$ cat src/rtl/rle_encoder.sv
// ----------------------------------------------------------------------------
// rle_encoder
//   JPEG-style run-length symbol generator for zigzag-ordered quantized
//   coefficients. Every 64 data_valid beats form one block. Beat 0 is the DC
//   coefficient and is coded as a difference from that component's predictor.
//   Beats 1..63 are AC coefficients. Zero AC values extend a run. Each nonzero
//   AC value produces one (zrl, run, size, amp) symbol. A zero on beat 63
//   produces the end-of-block symbol.
//   Each symbol appears exactly two cycles after the beat that produced it.
//
// Ports
//   sys_clk     in   clock, rising edge
//   sys_rst_n   in   asynchronous active-low reset
//   sof         in   start of frame: clears predictors, block index and run
//   data_in     in   12-bit signed coefficient
//   data_valid  in   data_in is valid this cycle
//   comp_sel    in   component tag, sampled on beat 0 of a block
//   sym_valid   out  symbol fields are valid
//   sym_is_dc   out  symbol is a DC difference
//   sym_zrl     out  number of 16-zero codes preceding the symbol
//   sym_run     out  zero run modulo 16
//   sym_size    out  magnitude category 0..12
//   sym_amp     out  amplitude bits, right-aligned
//   sym_comp    out  component tag of the producing block
//   block_done  out  marks the last symbol of a block
// ----------------------------------------------------------------------------
module rle_encoder #(
  parameter int COMP_NUM = 3
) (
  input  logic                sys_clk,
  input  logic                sys_rst_n,
  input  logic                sof,
  input  logic signed [11:0]  data_in,
  input  logic                data_valid,
  input  logic [1:0]          comp_sel,
  output logic                sym_valid,
  output logic                sym_is_dc,
  output logic [1:0]          sym_zrl,
  output logic [3:0]          sym_run,
  output logic [3:0]          sym_size,
  output logic [11:0]         sym_amp,
  output logic [1:0]          sym_comp,
  output logic                block_done
);

  localparam int DATA_W = 12;
  localparam int DIFF_W = DATA_W + 1;

  // Bit length of |v|.
  function automatic logic [3:0] mag_size(input logic signed [DIFF_W-1:0] v);
    logic [DIFF_W-1:0] mag;
    mag      = v[DIFF_W-1] ? $unsigned(-v) : $unsigned(v);
    mag_size = '0;
    for (int i = 0; i < DIFF_W; i++) begin
      if (mag[i]) mag_size = 4'(i + 1);
    end
  endfunction

  // Negative values are sent as the low bits of (v - 1), which is the
  // one's complement of |v|.
  function automatic logic [DATA_W-1:0] amp_bits(input logic signed [DIFF_W-1:0] v,
                                                 input logic [3:0]               size);
    logic [DIFF_W-1:0] raw;
    logic [DIFF_W-1:0] mask;
    raw      = v[DIFF_W-1] ? ($unsigned(v) - DIFF_W'(1)) : $unsigned(v);
    mask     = (DIFF_W'(1) << size) - DIFF_W'(1);
    amp_bits = DATA_W'(raw & mask);
  endfunction

  logic signed [DATA_W-1:0] pred [COMP_NUM+1];
  logic [5:0]               idx_q;
  logic [5:0]               run_q;
  logic [1:0]               comp_q;

  logic [5:0]               idx_eff;
  logic [5:0]               run_eff;
  logic [5:0]               run_nxt;
  logic [1:0]               pidx;
  logic signed [DATA_W-1:0] pred_eff;
  logic signed [DIFF_W-1:0] val_nxt;
  logic                     is_dc;
  logic                     nz;
  logic                     last;
  logic                     emit;
  logic [1:0]               comp_eff;

  // sof takes effect in the same cycle, so a coincident beat starts a new
  // block with a zero predictor.
  always_comb begin
    idx_eff  = sof ? 6'd0 : idx_q;
    run_eff  = sof ? 6'd0 : run_q;
    is_dc    = (idx_eff == 6'd0);
    last     = (idx_eff == 6'd63);
    nz       = (data_in != '0);
    if (comp_sel == 2'd0 || int'(comp_sel) > COMP_NUM) pidx = 2'd1;
    else                                               pidx = comp_sel;
    pred_eff = sof ? '0 : pred[pidx];
    if (is_dc) val_nxt = $signed({data_in[DATA_W-1], data_in}) - $signed({pred_eff[DATA_W-1], pred_eff});
    else       val_nxt = $signed({data_in[DATA_W-1], data_in});
    if (is_dc || nz || last) run_nxt = 6'd0;
    else                     run_nxt = run_eff + 6'd1;
    emit     = data_valid && (is_dc || nz || last);
    comp_eff = is_dc ? comp_sel : comp_q;
  end

  always_ff @(posedge sys_clk or negedge sys_rst_n) begin
    if (!sys_rst_n) begin
      idx_q  <= '0;
      run_q  <= '0;
      comp_q <= '0;
      for (int i = 0; i <= COMP_NUM; i++) pred[i] <= '0;
    end else begin
      if (sof) begin
        idx_q <= '0;
        run_q <= '0;
        for (int i = 0; i <= COMP_NUM; i++) pred[i] <= '0;
      end
      if (data_valid) begin
        idx_q <= idx_eff + 6'd1;
        run_q <= run_nxt;
        if (is_dc) begin
          pred[pidx] <= data_in;
          comp_q     <= comp_sel;
        end
      end
    end
  end

  // ---- stage p1: symbol decision, value and run captured ----
  logic                     vld_p1;
  logic                     dc_p1;
  logic                     last_p1;
  logic signed [DIFF_W-1:0] val_p1;
  logic [5:0]               run_p1;
  logic [1:0]               comp_p1;

  always_ff @(posedge sys_clk or negedge sys_rst_n) begin
    if (!sys_rst_n) begin
      vld_p1  <= 1'b0;
      dc_p1   <= 1'b0;
      last_p1 <= 1'b0;
      val_p1  <= '0;
      run_p1  <= '0;
      comp_p1 <= '0;
    end else begin
      vld_p1  <= emit;
      dc_p1   <= is_dc;
      last_p1 <= last;
      val_p1  <= val_nxt;
      // DC and end-of-block symbols carry no run.
      run_p1  <= (is_dc || !nz) ? 6'd0 : run_eff;
      comp_p1 <= comp_eff;
    end
  end

  // ---- stage p2: size/amplitude coding, registered outputs ----
  logic [3:0] size_p1;
  assign size_p1 = mag_size(val_p1);

  always_ff @(posedge sys_clk or negedge sys_rst_n) begin
    if (!sys_rst_n) begin
      sym_valid  <= 1'b0;
      sym_is_dc  <= 1'b0;
      sym_zrl    <= '0;
      sym_run    <= '0;
      sym_size   <= '0;
      sym_amp    <= '0;
      sym_comp   <= '0;
      block_done <= 1'b0;
    end else begin
      sym_valid  <= vld_p1;
      sym_is_dc  <= vld_p1 && dc_p1;
      sym_zrl    <= vld_p1 ? run_p1[5:4] : 2'd0;
      sym_run    <= vld_p1 ? run_p1[3:0] : 4'd0;
      sym_size   <= vld_p1 ? size_p1 : 4'd0;
      sym_amp    <= vld_p1 ? amp_bits(val_p1, size_p1) : '0;
      sym_comp   <= vld_p1 ? comp_p1 : 2'd0;
      block_done <= vld_p1 && last_p1;
    end
  end

endmodule

$ cat config.mk
export PLATFORM = sky130hd
export DESIGN_NAME = rle_encoder
export DESIGN_NICKNAME = d
export VERILOG_FILES = /design/src/rtl/rle_encoder.sv
export SDC_FILE = /design/constraint.sdc
export NUM_CORES = 1
export LEC_CHECK = 0
export BUFFER_PORTS_ARGS = -buffer_cell sky130_fd_sc_hd__buf_4
export CORE_ASPECT_RATIO = 0.75
export CORE_MARGIN = 2
export CORE_UTILIZATION = 30
export DETAILED_ROUTE_END_ITERATION = 10
export GPL_TIMING_DRIVEN = 0
export REMOVE_ABC_BUFFERS = 1
export SYNTH_ARGS = -nofsm -noshare
export SYNTH_HDL_FRONTEND = slang
export SYNTH_SLANG_ARGS = --single-unit
$ cat constraint.sdc
create_clock -name sys_clk -period 6.9 [get_ports sys_clk]
set_input_delay 0.69 -clock sys_clk [delete_from_list [all_inputs] [get_ports sys_clk]]
set_output_delay 0.69 -clock sys_clk [all_outputs]
set_load 0.05 [all_outputs]
==> impl_metrics.csv, run 1 <==
group,metric,value,unit
synth,yosys.area.top_type_share,44.3,%
clock_network,cts_root_buf,"clkbuf_16",
synth,synth_top_family_by_area,"simple AND/OR/NAND/NOR gates",
sta,fin_ws,2.95,ns
grt,grt_use_total,13.4,%
clock_network,cts.repair.resized,0,
floorplan,die_w,163,um
worst_setup_path,crit_start,"val_p1[0]$_DFF_PN0_",
clock_network,clk_path_buf_depth,2,
layout,drive_gt1_share,12.3,%
grt,grt_antenna_before_repair,0,
power,vdd_ir_drop_max,0.115,mV
routing,post_drt_wl_per_cell,14.1,um
sta,fin_worst_skew,0.00956,ns
place,pre_cts_slack,2.97,ns
outcome,outcome,"finished, final reports clean",
worst_setup_path,start_kind,"register",
synth,yosys.area.top_type,"dfrtp_1",
synth,synth_ff_type,"dfrtp_1",
floorplan,start_util,30.7,%
synth,synth-simple-area-share,23.1,%
synth,synth_cell_types,64,
layout,multiInputGateArea,2940,um2
routing,ant_nets,0,
sta,post-route-period-util,57.3,%
synth,muxShareOfSynthArea,2.70,%
floorplan,core_area,18600,um2
clock_network,path_clk_slew,0.08,ns
synth,synthArstFlopShare,100,%
clock_network,clock_latency,0.35,ns
worst_setup_path,critPathCapture,"sym_amp[6]$_DFF_PN0_",
power,power.static_leakage,2.86,nW
routing,drt_iter0_drc,290,
routing,met1_length,6.90,mm
grt,grt_pass1_wl,21.7,mm
floorplan,dieArea,20100,um2
layout,fin_nets,690,
sta,slew_headroom,38.4,%
place,io_buffers,44,
place,gp_congestion,0.828,
hold_path,hold_class,"primary input to async pin",
sta,max_freq,253,MHz
synth,synth-edff-count,0,
layout,layout_common_cells,"101 x dfrtp_1, 90 x nand2_1, 55 x o21ai_0",
clock_network,htreeDepth,3,
layout,final_common_cell,"dfrtp_1",
synth,syn-cell-area,5710,um2
sta,final-hold-violation-count,0,
routing,drc,0,
worst_setup_path,rr_startpoint,"val_p1[0]$_DFF_PN0_",
synth,synth_adder_area_share,4.30,%
routing,wl_met3,655,um
clock_network,numClockSinks,101,
synth,netlist_instances,632,
layout,fillers,1930,
routing,drt_pass1_iterations,5,
clock_network,ctsHoldBuffers,0,
routing,routed_wl,12.8,mm
worst_setup_path,worstPathRequired,7.13,ns
synth,synth-compound-area-share,16.3,%
place,place_hpwl,8.64,mm
sta,tightest_slew,0.923,ns
floorplan,fp.dieH,123,um
routing,top_layer_used,"met4",
synth,syn_area_per_cell,9.03,um2
worst_setup_path,reg2regPathDepth,13,
sta,finalSetupViolations,0,
grt,grt_overflow,0,
worst_setup_path,path_max_fanout,11,
place,post-place-cells,888,
grt,grt_max_degree,102,
worst_setup_path,crit_path_end_kind,"register",
sta,fin_setup_tns,0,ns
sta,drv_slew,0,
routing,vias,4428,
layout,fin_cells,905,
layout,regArea,2530,um2
layout,antenna_cells,0,
clock_network,cts_tree,"yes",
floorplan,rows,43,
sta,rsz0062_at_grt,"no",
synth,synth_seq_cells,101,
synth,yosysWarnings,0,
worst_setup_path,arrival,4.18,ns
synth,ys_seq_area_share,44.3,%
synth,synth-xor-area-share,4.91,%
worst_setup_path,r2r_end,"sym_amp[6]$_DFF_PN0_",
routing,wl_met2,5.10,mm
worst_setup_path,path_class,"register to register",
layout,area_growth,15.3,%
grt,first_global_vias,4075,
worst_setup_path,r2r_slack,2.95,ns
floorplan,ios,45,
sta,period_needed,3.95,ns
synth,synth_top_cells_by_area,"dfrtp_1 44%, nand2_1 5.9%, o21ai_0 4.9%",
job,cap_viol_max_count,0,
power,p_per_area,273,nW/um2
routing,vias_per_cell,4.89,
clock_network,cts_setup_buffers,0,
clock_network,cts-buffers-inserted,9,
-- worst max-delay path, stage by stage, from the launching register on --
cell and delay [ns]:
dfrtp_1 0.46, inv_1 0.12, ha_1 0.42, or4b_1 0.60
and4_1 0.26, a31oi_1 0.21, nand2_1 0.16, o22ai_1 0.33
inv_1 0.16, nand3_1 0.13, ha_1 0.24, o31ai_2 0.14
xor2_1 0.20, a2111oi_1 0.41
-- worst min-delay path by stage --
| stage | from | end | slack, ns | depth (start not counted) |
|---|---|---|---|---|
| 2_1_floorplan | sys_rst_n | block_done$_DFF_PN0_ | 0.39 | 0 |
| 3_3_place_gp | run_p1[5]$_DFF_PN0_ | sym_zrl[1]$_DFF_PN0_ | 0.44 | 1 |
| 3_5_place_dp | run_p1[2]$_DFF_PN0_ | sym_run[2]$_DFF_PN0_ | 0.44 | 1 |
| 4_1_cts | run_p1[2]$_DFF_PN0_ | sym_run[2]$_DFF_PN0_ | 0.46 | 1 |
| 5_1_grt | sys_rst_n | sym_run[2]$_DFF_PN0_ | 0.09 | 1 |
| 6_report | sys_rst_n | sym_run[2]$_DFF_PN0_ | 0.11 | 1 |
-- metal layers --
metal	global-route usage (%)	vias to the layer above
met1	21.1	2077
met5	0	-
met3	2.88	13
met4	3.10	0
met2	18.5	116
li1	-	2222
-- per-stage QoR --
| stage | instance area [um2] | utilization, % | hold slack [ns] | power, mW |
|---|---|---|---|---|
| after floorplan | 5530 | - | 0.394 | 1.08 |
| after global placement | 6170 | 33.3 | 0.439 | 1.24 |
| after detailed placement | 6210 | 33.5 | 0.440 | 1.25 |
| after CTS | 6550 | 35.3 | 0.459 | 1.80 |
| after global routing | 6580 | 35.4 | 0.0930 | 1.90 |
| final | 6580 | 35.4 | 0.108 | 1.80 |
-- Yosys cell counts (2+ instances only) --
library cell  count
dfrtp_1         101
nand2_1          90
o21ai_0          56
nor2_1           52
nand2b_1         42
clkbuf_1         30
inv_1            19
xnor2_1          19
ha_1             18
a21oi_1          15
nand3_1          14
a211o_1          13
xor2_1           13
mux2i_1          12
nor3_1           12
and2_1           10
nor2b_1           9
a211oi_1          8
nor4_1            8
o31ai_1           8
a31oi_1           7
a21o_1            5
and3_1            5
o21a_1            5
or3_1             5
buf_6             4
nand4_1           3
nor3b_1           3
o22ai_1           3
a311oi_1          2
a32o_1            2
a32oi_1           2
a41oi_1           2
buf_2             2
mux2_2            2
o21ai_1           2
or2_2             2
-- sequential cells by signal, indices dropped and copies added (netlist names), 2 cells and up --
signal	count
val_p1	13
pred	36
comp_q	2
sym_amp	12
sym_zrl	2
run_q	6
sym_comp	2
comp_p1	2
sym_size	4
run_p1	6
idx_q	6
sym_run	4
-- final cells by class --
type / instances / share of cell area, %
repair buffers: 47 / 5.95
clock inverters: 7 / 1.64
clock buffers: 9 / 3.42
well taps: 247 / 4.70
flip-flops and latches: 101 / 38.4
multi-input cells: 473 / 44.7
inverters: 21 / 1.20
-- kinds of logic after synthesis --
logic type      Yosys count
compound gates          142
xor+xnor                 32
fa+ha+maj                19
buf+inv                  58
flops                   101
mux                      15
simple gates            265
-- power by group --
| group | leakage, nW | total (mW) | internal [mW] | switching (mW) |
|---|---|---|---|---|
| clock network | 0.160 | 0.554 | 0.295 | 0.259 |
| logic | 1.37 | 0.510 | 0.184 | 0.326 |
| registers | 1.33 | 0.732 | 0.652 | 0.0796 |
| total | 2.86 | 1.80 | 1.13 | 0.665 |
No activity file was read; power rests on OpenSTA's default activity.
==> run 2: changes to the inputs <==
- clock period: 6.9 -> 3.9 ns (I/O delays scaled with it)
==> run 2 against run 1 <==
Net effect: worst setup slack worse by 2.7 ns; sequential power rose by 78%; critical path type unchanged; flip-flop and latch count unchanged; power is 78% higher; register-to-register slack got worse by 2.7 ns.
==> impl_metrics.csv, run 2 (same netlist as run 1, synthesis figures left out) <==
group,metric,value,unit
sta,final-hold-violation-count,0,
grt,grt_overflow,0,
worst_setup_path,r2r_end,"sym_amp[10]$_DFF_PN0_",
worst_setup_path,worstPathCellList,"inv_1 -> ha_4 -> nor4b_1 -> a32o_1 -> a211oi_1 -> a211o_1 -> nor2_1 -> nand3_1 -> ha_1 -> o21a_1 -> or3_1 -> a21o_1 -> a211oi_2",
grt,first_global_vias,4072,
floorplan,core_area,18600,um2
worst_setup_path,arrival,3.92,ns
worst_setup_path,path_max_fanout,11,
worst_setup_path,worstPathRequired,4.17,ns
floorplan,ios,45,
clock_network,cts-buffers-inserted,9,
floorplan,start_util,30.7,%
sta,drv_slew,0,
grt,grt_use_total,13.5,%
layout,largest_reg_flops,36,
power,power.static_leakage,2.87,nW
routing,post_drt_wl_per_cell,14.1,um
clock_network,numClockSinks,101,
floorplan,fp.dieH,123,um
routing,vias,4442,
worst_setup_path,critPathCapture,"sym_amp[10]$_DFF_PN0_",
layout,largest_register,"pred",
routing,drt_iter0_drc,325,
routing,drc,0,
sta,max_freq,274,MHz
layout,final_common_cell,"dfrtp_1",
sta,fin_setup_tns,0,ns
layout,top_regs,"pred (36), val_p1 (13), sym_amp (12)",
place,placed_area,6210,um2
layout,area_growth,16.0,%
place,place_hpwl,8.64,mm
worst_setup_path,rr_startpoint,"val_p1[0]$_DFF_PN0_",
clock_network,cts_tree,"yes",
sta,tightest_slew,0.951,ns
layout,layout_common_cells,"100 x dfrtp_1, 90 x nand2_1, 55 x o21ai_0",
power,vdd_ir_drop_max,0.206,mV
clock_network,htreeDepth,3,
grt,grt_max_degree,102,
place,io_buffers,44,
clock_network,path_clk_slew,0.08,ns
worst_setup_path,critical_path_depth,13,
layout,drive_gt1_share,12.9,%
worst_setup_path,critPathTopFamily,"compound AO/OA/AOI/OAI gates",
layout,fillers,1930,
layout,design_area,6620,um2
layout,final_util,35.7,%
layout,fin_cells,906,
sta,rsz0062_at_grt,"no",
floorplan,die_w,163,um
worst_setup_path,crit_path_end_kind,"register",
hold_path,hold_class,"primary input to register",
power,p_per_area,483,nW/um2
place,gp_congestion,0.828,
worst_setup_path,crit_start,"val_p1[0]$_DFF_PN0_",
sta,period_needed,3.65,ns
routing,drt_pass1_iterations,5,
worst_setup_path,cp_slowest_cell,"nor4b_1",
sta,finalSetupViolations,0,
grt,grt_pass1_wl,21.8,mm
layout,fin_nets,691,
floorplan,dieArea,20100,um2
sta,holdWs,0.302,ns
routing,routed_wl,12.8,mm
floorplan,rows,43,
clock_network,cts_root_buf,"clkbuf_16",
sta,fin_ws,0.247,ns
job,cap_viol_max_count,0,
place,pre_cts_slack,-0.0287,ns
power,total_power,3.19,mW
sta,fin_worst_skew,0.00975,ns
grt,grt_antenna_before_repair,0,
clock_network,clk_path_buf_depth,2,
routing,vias_per_cell,4.90,
worst_setup_path,crit_buf_inv,1,
clock_network,clock_latency,0.35,ns
sta,slew_headroom,36.5,%
place,post-place-cells,888,
clock_network,cts_setup_buffers,0,
routing,ant_nets,0,
worst_setup_path,r2r_slack,0.25,ns
worst_setup_path,reg2regPathDepth,13,
sta,post-route-period-util,93.7,%
worst_setup_path,start_kind,"register",
layout,antenna_cells,0,
outcome,outcome,"finished, final reports clean",
worst_setup_path,slowest_delay,0.55,ns
worst_setup_path,path_class,"register to register",
==> run 2: where the power goes <==
part / switching [mW] / internal, mW / leakage, nW
Combinational: 0.582 / 0.336 / 1.38
Clock: 0.458 / 0.522 / 0.160
Sequential: 0.142 / 1.15 / 1.33
Total: 1.18 / 2.01 / 2.87
==> run 2: worst min-delay path by stage <==
stage / depth (start not counted) / from / to
after CTS: 3 / data_in[3] / val_p1[3]$_DFF_PN0_
after floorplan: 0 / sys_rst_n / block_done$_DFF_PN0_
after global routing: 3 / data_in[8] / pred[32]$_DFF_PN0_
final: 3 / data_in[10] / pred[10]$_DFF_PN0_
after global placement: 1 / run_p1[5]$_DFF_PN0_ / sym_zrl[1]$_DFF_PN0_
after detailed placement: 1 / run_p1[2]$_DFF_PN0_ / sym_run[2]$_DFF_PN0_
==> run 2: area by class of cell <==
cell class	count	area (um2)	share of cell area, %
multi-input combinational	473	2970	44.8
sequential	101	2530	38.2
timing repair buffer	48	402	6.07
tap	247	309	4.67
clock buffer	9	225	3.40
clock inverter	7	108	1.63
inverter	21	78.8	1.19
==> run 2: timing repair <==
action,4_1_cts,5_1_grt
resized for setup,1,5
pin swaps,0,1
hold buffers,0,1
hold endpoints to repair,0,3
setup endpoints to repair,1,4
==> run 2: metal layers <==
layer / wire, um / track usage (%) / part of all wire (%)
met5: 0 / 0 / 0
met1: 6880 / 21.1 / 54
met3: 670 / 2.88 / 5.3
met4: 103 / 3.10 / 0.81
met2: 5100 / 18.5 / 40
==> run 2: worst reg2reg max path: stages (launching register included) <==
cell and delay [ns]:
dfrtp_1 0.47, inv_1 0.16, ha_4 0.23, nor4b_1 0.56, a32o_1 0.30, a211oi_1 0.09, a211o_1 0.36, nor2_1 0.21
nand3_1 0.12, ha_1 0.26, o21a_1 0.16, or3_1 0.31, a21o_1 0.19, a211oi_2 0.17
==> run 3: changes to the inputs <==
- RECOVER_POWER: not set -> 25
==> run 3 against run 2 <==
Net effect: the flow now finishes with violations (max-capacitance violations, max-slew violations); combinational power decreased by 0.4%; clock-buffer cell count unchanged; fmax increased by 0.15%; critical path depth unchanged; final area decreased by 0.45%; register-to-register slack about the same.
==> impl_metrics.csv, run 3 (same netlist as run 1, synthesis figures left out) <==
group,metric,value,unit
outcome,outcome,"complete, but fails checks",
outcome,violations,"max-capacitance violations, max-slew violations",
power,power.static_leakage,2.85,nW
worst_setup_path,reg2regPathDepth,13,
routing,drc,0,
grt,grt_max_degree,102,
routing,vias_per_cell,4.90,
floorplan,start_util,30.7,%
grt,grt_antenna_before_repair,0,
power,vdd_ir_drop_max,0.206,mV
worst_setup_path,start_kind,"register",
grt,grt_use_total,13.5,%
worst_setup_path,critPathTopFamily,"compound AO/OA/AOI/OAI gates",
worst_setup_path,worstPathRequired,4.17,ns
hold_path,hold_class,"primary input to register",
grt,grt_overflow,0,
place,pre_cts_slack,-0.0287,ns
layout,largest_register,"pred",
sta,period_needed,3.65,ns
grt,grt_pass1_wl,21.8,mm
clock_network,clock_latency,0.35,ns
routing,drt_pass1_iterations,5,
layout,top_regs,"pred (36), val_p1 (13), sym_amp (12)",
sta,fin_worst_skew,0.00987,ns
layout,area_growth,15.5,%
layout,layout_common_cells,"100 x dfrtp_1, 90 x nand2_1, 55 x o21ai_0",
sta,tightest_slew,2.34,ns
layout,fin_nets,691,
sta,drv_slew,99,
sta,final-hold-violation-count,0,
job,cap_viol_max_count,1,
floorplan,dieArea,20100,um2
routing,post_drt_wl_per_cell,14.1,um
clock_network,numClockSinks,101,
clock_network,clk_path_buf_depth,2,
grt,use_met3,2.88,%
grt,top_usage_layer,"met1",
floorplan,core_area,18600,um2
clock_network,path_clk_slew,0.08,ns
clock_network,cts-buffers-inserted,9,
sta,max_freq,274,MHz
sta,rsz0062_at_grt,"no",
worst_setup_path,crit_path_end_kind,"register",
routing,routed_wl,12.8,mm
sta,finalSetupViolations,0,
floorplan,ios,45,
clock_network,cts_tree,"yes",
power,p_per_area,484,nW/um2
routing,drt_iter0_drc,311,
worst_setup_path,slowest_delay,0.55,ns
place,place_hpwl,8.64,mm
grt,first_global_vias,4072,
worst_setup_path,arrival,3.91,ns
place,io_buffers,44,
worst_setup_path,critical_path_depth,13,
floorplan,fp.dieH,123,um
floorplan,rows,43,
place,gp_congestion,0.828,
sta,post-route-period-util,93.5,%
layout,final_util,35.5,%
floorplan,die_w,163,um
layout,final_common_cell,"dfrtp_1",
hold_path,whs_path_depth,3,
grt,grtUsageMet1,21.1,%
clock_network,cts_root_buf,"clkbuf_16",
routing,ant_nets,0,
worst_setup_path,path_class,"register to register",
worst_setup_path,crit_buf_inv,1,
sta,fin_ws,0.253,ns
worst_setup_path,worstPathCellList,"inv_1 -> ha_4 -> nor4b_1 -> a32o_1 -> a211oi_1 -> a211o_1 -> nor2_1 -> nand3_1 -> ha_1 -> o21a_1 -> or3_1 -> a21o_1 -> a211oi_2",
layout,antenna_cells,0,
routing,vias,4443,
grt,use_met2,18.5,%
layout,drive_gt1_share,12.7,%
clock_network,htreeDepth,3,
worst_setup_path,cp_slowest_cell,"nor4b_1",
layout,largest_reg_flops,36,
worst_setup_path,path_max_fanout,11,
sta,slew_headroom,-56.0,%
run 3: metrics by stage:
stage	area (um2)	cells	setup TNS, ns	total power, mW	hold slack, ns
after floorplan	5530	595	0	1.92	0.0944
after global placement	6170	886	-22.09	2.19	0.439
after detailed placement	6210	888	-0.0287	2.20	0.440
after CTS	6550	904	0	3.19	0.292
after global routing	6590	906	0	3.38	0.315
final	6590	906	0	3.19	0.301
run 3: layer usage:
| layer | vias to the layer above | share of wire [%] |
|---|---|---|
| met2 | 131 | 40 |
| met3 | 12 | 5.3 |
| met4 | 0 | 0.89 |
| li1 | 2228 | - |
| met1 | 2072 | 54 |
| met5 | - | 0 |
run 3: power by group:
| part | total, mW | internal, mW | switching (mW) |
|---|---|---|---|
| Sequential | 1.30 | 1.15 | 0.142 |
| Combinational | 0.914 | 0.333 | 0.581 |
| Clock | 0.979 | 0.522 | 0.458 |
| Total | 3.19 | 2.01 | 1.18 |
run 3: final timing paths:
| path | startpoint | end | slack (ns) |
|---|---|---|---|
| setup / recovery | val_p1[0]$_DFF_PN0_ | sym_amp[10]$_DFF_PN0_ | 0.25 |
| hold / removal | data_in[10] | pred[10]$_DFF_PN0_ | 0.30 |
| setup reg to reg | val_p1[0]$_DFF_PN0_ | sym_amp[10]$_DFF_PN0_ | 0.25 |
| hold reg to reg | run_p1[0]$_DFF_PN0_ | sym_run[0]$_DFF_PN0_ | 0.45 |
| max in group asynchronous | sys_rst_n | val_p1[12]$_DFF_PN0_ | 0.82 |
| min in group asynchronous | sys_rst_n | sym_run[2]$_DFF_PN0_ | 0.40 |
run 3: area by class of cell:
type	instances	area, um2
timing repair buffer	48	372
inverter	21	78.8
multi-input combinational	473	2970
tap	247	309
sequential	101	2530
clock inverter	7	108
fill	1935	12000
clock buffer	9	225
run 3: worst reg2reg max path: cells and delay by family (launching register included):
family / cells / cell delay (ns)
AOI/OAI and AO/OA: 6 / 1.27
and+or+nand+nor: 4 / 1.19
adders and majority gates: 2 / 0.49
DFF: 1 / 0.47
buffers and inverters: 1 / 0.16
run 3: repair_timing:
| item | 4_1_cts | 5_1_grt |
|---|---|---|
| endpoints found under the hold margin | 0 | 3 |
| pin swaps | 0 | 1 |
| hold buffers | 0 | 1 |
| gates resized for setup | 1 | 5 |
| cloned | 0 | 0 |
| endpoints found under the setup margin | 1 | 4 |
| buffers inserted | 0 | 0 |
